`config.mk`:
```
export PLATFORM = sky130hd
export DESIGN_NAME = reg_file_sb
export DESIGN_NICKNAME = d
export VERILOG_FILES = /design/src/rtl/reg_file_sb_pkg.sv /design/src/rtl/reg_file_sb_popcount_busy.sv /design/src/rtl/reg_file_sb.sv
export SDC_FILE = /design/constraint.sdc
export NUM_CORES = 2
export LEC_CHECK = 0
export ABC_CLOCK_PERIOD_IN_PS = 52200
export CAP_MARGIN = 40
export CORE_MARGIN = 8
export CORE_UTILIZATION = 50
export DETAILED_ROUTE_END_ITERATION = 12
export PLACE_DENSITY = 0.69
export REMOVE_ABC_BUFFERS = 1
export SLEW_MARGIN = 5
export SYNTH_ARGS = -nofsm -noshare
export SYNTH_HDL_FRONTEND = slang
export SYNTH_SLANG_ARGS = --single-unit
```
`constraint.sdc`:
```
create_clock -name clk -period 52.2 [get_ports clk]
set_input_delay 15.66 -clock clk [delete_from_list [all_inputs] [get_ports clk]]
set_output_delay 15.66 -clock clk [all_outputs]
set_load 0.01 [all_outputs]
```
`src/rtl/reg_file_sb_pkg.sv`:
```
// Shared definitions for the reg_file_sb register file with issue scoreboard.
package reg_file_sb_pkg;
  localparam int XLEN_DEFAULT  = 32;
  localparam int NREGS_DEFAULT = 32;
  localparam int AW_DEFAULT    = $clog2(NREGS_DEFAULT);
  localparam int NRD_MAX       = 4;
  localparam int NWR_MAX       = 3;

  typedef logic [AW_DEFAULT-1:0] reg_idx_t;
endpackage

```
`src/rtl/reg_file_sb_popcount_busy.sv`:
```
// Population count of the scoreboard busy vector.
module popcount_busy #(
  parameter int NREGS = 32,
  parameter int CW    = $clog2(NREGS) + 1
) (
  input  logic [NREGS-1:0] busy,
  output logic [CW-1:0]    count
);
  always_comb begin
    count = '0;
    for (int i = 0; i < NREGS; i++) begin
      count = count + CW'(busy[i]);
    end
  end
endmodule

```
`src/rtl/reg_file_sb.sv`:
```
// Multi-port register file with a per-register busy scoreboard.
// Define REG_FILE_SB_BYPASS_EN to forward same-cycle write data to the read ports.
module reg_file_sb
  import reg_file_sb_pkg::*;
#(
  parameter int XLEN  = XLEN_DEFAULT,
  parameter int NREGS = NREGS_DEFAULT,
  parameter int NRD   = 2,
  parameter int NWR   = 2,
  localparam int AW   = $clog2(NREGS)
) (
  input  logic                     clk,
  input  logic                     rst,
  input  logic [NWR-1:0]           wr_en,
  input  logic [NWR-1:0][AW-1:0]   wr_addr,
  input  logic [NWR-1:0][XLEN-1:0] wr_data,
  input  logic [NRD-1:0]           rd_en,
  input  logic [NRD-1:0][AW-1:0]   rd_addr,
  output logic [NRD-1:0][XLEN-1:0] rd_data,
  output logic [NRD-1:0]           rd_busy,
  input  logic                     iss_valid,
  input  logic [AW-1:0]            iss_addr,
  output logic                     iss_ready,
  output logic [AW:0]              pend_cnt
);
  if (NRD < 1 || NRD > NRD_MAX) begin : g_bad_nrd
    $error("reg_file_sb: NRD out of range");
  end
  if (NWR < 1 || NWR > NWR_MAX) begin : g_bad_nwr
    $error("reg_file_sb: NWR out of range");
  end

  logic [XLEN-1:0]  regs [NREGS];
  logic [NREGS-1:0] busy;
  logic [NREGS-1:0] busy_nxt;
  logic [AW:0]      busy_cnt;
  logic             hit;
`ifdef REG_FILE_SB_BYPASS_EN
  logic [XLEN-1:0]  hit_data;
`endif

  assign iss_ready = iss_valid & ~busy[iss_addr];

  // Issue is applied after the write clears so a same-cycle collision stays busy.
  always_comb begin
    busy_nxt = busy;
    for (int k = 0; k < NWR; k++) begin
      if (wr_en[k]) busy_nxt[wr_addr[k]] = 1'b0;
    end
    if (iss_ready) busy_nxt[iss_addr] = 1'b1;
    busy_nxt[0] = 1'b0;
  end

  popcount_busy #(.NREGS(NREGS), .CW(AW + 1)) u_popcount (
    .busy  (busy),
    .count (busy_cnt)
  );

  // Later ports overwrite earlier ones, so the highest-index port wins.
  always_ff @(posedge clk or posedge rst) begin
    if (rst) begin
      for (int i = 0; i < NREGS; i++) regs[i] <= '0;
      busy     <= '0;
      pend_cnt <= '0;
    end else begin
      for (int k = 0; k < NWR; k++) begin
        if (wr_en[k] && wr_addr[k] != '0) regs[wr_addr[k]] <= wr_data[k];
      end
      busy     <= busy_nxt;
      pend_cnt <= busy_cnt;
    end
  end

  always_comb begin
    rd_data = '0;
    rd_busy = '0;
    hit     = 1'b0;
`ifdef REG_FILE_SB_BYPASS_EN
    hit_data = '0;
`endif
    for (int j = 0; j < NRD; j++) begin
      hit = 1'b0;
`ifdef REG_FILE_SB_BYPASS_EN
      hit_data = '0;
`endif
      for (int k = 0; k < NWR; k++) begin
        if (!rst && wr_en[k] && wr_addr[k] == rd_addr[j]) begin
          hit = 1'b1;
`ifdef REG_FILE_SB_BYPASS_EN
          hit_data = wr_data[k];
`endif
        end
      end
      if (rd_en[j] && rd_addr[j] != '0) begin
`ifdef REG_FILE_SB_BYPASS_EN
        rd_data[j] = hit ? hit_data : regs[rd_addr[j]];
        rd_busy[j] = busy[rd_addr[j]] & ~hit;
`else
        rd_data[j] = regs[rd_addr[j]];
        rd_busy[j] = busy[rd_addr[j]] | hit;
`endif
      end
    end
  end
endmodule

```
==> flow_summary.toml <==
[placement]
dp_hpwl_um = 148000
post-place-ws_ps = 16200
place_area_um2 = 70250
dp_cells = 7725
gp_congestion = 0.8944
io_buffer_count = 168

[detailed_routing]
initialDrtViolationCount = 8324
postRouteAntennaNets = 0
drt-vias-per-instance = 6.945
vias = 55200
drc = 0
drtPass1Iterations = 12
avgRoutedWirePerCell_um = 31.96
wl_um = 254000

[die]
num_io_pins = 169
rows = 134
die_w_um = 380.9
core_um2 = 132800
die_area_um2 = 145100
start_util_pct = 50.15
die_height_um = 380.9

[synth]
syn_avg_cell_area_um2 = 10.49
synth_area_leaders = "dfrtp_1, mux2i_1, mux4_2"
synth_area_um2 = 66590
synth_top_cell_area_share_pct = 39.87
yosys-mux-area-fraction_pct = 32.22
synth_most_common_cell = "mux2i_1"
synth_cell_type_count = 63
yosys.area_share.simple_pct = 7.422
ys_seq_area_share_pct = 39.87
synth_edf_count = 0
yosys_warnings = 0
synth_fa_ha_area_share_pct = 0.8606
synth-seq-cells = 1061
yosys-top-cells-count = "mux2i_1, dfrtp_1, a21oi_1, nand2_1, nor2_1"
synth_compound_area_share_pct = 13.58
synthFlopType = "dfrtp_1"
synth-xor-area-share_pct = 0.3025
async_flop_share_pct = 100.0
yosysTopAreaCell = "dfrtp_1"
netlist_instances = 6345
synth_top_family_by_area = "multiplexers"

[cells_and_area]
fill_cells = 11130
regArea_um2 = 26550
drive_above_1_share_pct = 14.61
final_cells = 7948
final_net_count = 6207
final_area_um2 = 74310
multiInputGateArea_um2 = 36590
syn2layout_area_growth_pct = 11.60

[run]
max-cap-violations = 0

[timing]
finalCritPeriodShare_pct = 69.95
rsz0062_at_grt = "no"
slew_headroom_pct = 27.22
finalSetupViolCount = 0
hold_violations = 0
hold_ws_ps = 391.8
worst_clock_skew_ps = 29.61
fin_crit_ps = 36510
setup_ws_ps = 15690
worst_pin_slew_ps = 1085
fmax_mhz = 27.39
final_max_slew_viol_count = 0

[critical_path]
path_max_fanout = 34
start_kind = "primary input"
worstSetupPathType = "in -> out"
ff2ff_path_depth = 14
rr_startpoint = "busy[2]"
reg2reg_slack_ps = 47270
crit_required_ps = 36540
worstPathArrival_ps = 20850
endpoint_kind = "output port"
timing.rr.end = "pend_cnt[4]"

[worst_hold_path]
hold_depth = 0
hold_path_class = "reg -> reg"
whs_endpoint = "regs[1017]"
holdCritStartpoint = "regs[1017]"

[clock_network]
cts_tree = "built"
post_cts_resized = 0
cts_hold_buf = 0
cts_setup_buffers = 0
cts-buffers-inserted = 118
clock_latency_ps = 750
cts_sinks = 1061
clkTransAtPathRegs_ps = 60
cts-root-buf = "clkbuf_16"
htree_levels = 3
clk_path_buf_depth = 3

[global_routing]
grt_pass1_wl_um = 370000
grt_antenna_before_repair = 7
grt_use_total_pct = 33.76
grt_max_degree = 149
grt_pass1_vias = 54100
grt_overflow = 0

[power]
power.total_mw = 2.971
p_leak_nw = 32.14
vdd_drop_max_mv = 0.05758
power.density_nw_per_um2 = 39.98

[outcome]
outcome = "complete, no violations"
cell type report:
class | count | share of cell area, %
Multi-Input combinational cell | 4456 | 49.24
Antenna cell | 7 | 0.02357
Timing Repair Buffer | 383 | 6.292
Clock buffer | 171 | 4.702
Tap cell | 1768 | 2.977
Sequential cell | 1061 | 35.73
Inverter | 59 | 0.3081
Clock inverter | 43 | 0.7290
logic make-up (layout without fill, tap and decap cells):
group                    count (synthesis)  count (layout)
multiplexers                          1642            1642
AO/OA/AOI/OAI                         1544            1544
AND/OR/NAND/NOR                       1215            1215
flip-flops                            1061            1061
buffers and inverters                  828             656
adder cells (fa/ha/maj)                 32              32
XOR/XNOR                                23              23
other                                    0               7
where the power goes:
group / switching, mW / internal (mW) / total, mW / leakage, nW
Clock: 0.369 / 0.516 / 0.885 / 2.00
Sequential: 0.174 / 1.04 / 1.22 / 13.0
Combinational: 0.421 / 0.450 / 0.871 / 17.1
Total: 0.964 / 2.01 / 2.97 / 32.1
critical path, stage by stage:
cell and delay, ps:
clkdlybuf4s50_1 980, nor2b_4 280, buf_4 720, nand2_2 730, buf_4 540, o22ai_1 200, a211oi_1 70, a211oi_1 900
clkdlybuf4s50_1 710
state kept, by name (all words and copies together), names as in the netlist:
signal / cells
busy: 31
pend_cnt: 6
regs: 1024
per-layer routing:
metal  share of wire, %  GRT usage (%)
met4                6.8          19.49
met2                 42          48.72
met1                 37          44.67
met5              0.086         0.4298
met3                 14          10.82
worst max path at each step:
stage	from	to	slack [ps]	cells past startpoint
floorplan	rst	rd_busy[1]	-2320	4
global placement	rd_addr[2]	rd_data[1]	16290	9
detailed placement	rd_addr[2]	rd_data[1]	16200	9
CTS	rd_addr[2]	rd_data[1]	16170	9
global route	rd_addr[2]	rd_data[1]	15910	9
finish	rd_addr[2]	rd_data[1]	15690	9
metrics by stage:
stage	TNS (ps)	utilization (%)
finish	0	55.96
CTS	0	55.94
floorplan	-4624	-
global route	0	55.95
global placement	0	51.35
detailed placement	0	52.90
cells in the final DEF (no fill, tap or decap), types with 9 or more instances in the layout:
cell,Yosys,final
mux4_2,401,401
ha_1,9,9
clkbuf_16,0,120
a21oi_1,577,577
a32o_1,15,15
bufinv_16,0,11
o21ai_0,367,367
o22ai_1,66,66
clkdlybuf4s50_1,0,162
buf_16,0,42
fa_1,23,23
clkbuf_8,0,30
nand2b_1,10,10
o21ai_1,151,151
a22o_1,65,65
nand2_4,0,23
nor2_1,540,531
a211o_1,34,34
buf_12,0,17
buf_4,61,112
o221ai_1,64,64
a211oi_1,104,104
nand2_2,2,12
clkbuf_1,477,21
dfrtp_1,1061,1061
nor2b_1,13,9
xor2_1,17,17
a22oi_1,64,64
a32oi_1,19,19
inv_1,59,57
mux2i_1,1237,1237
nor2_4,7,22
nand2_1,575,542
clkinv_2,0,23
buf_8,1,46
No activity file was read; power rests on OpenSTA's default activity.
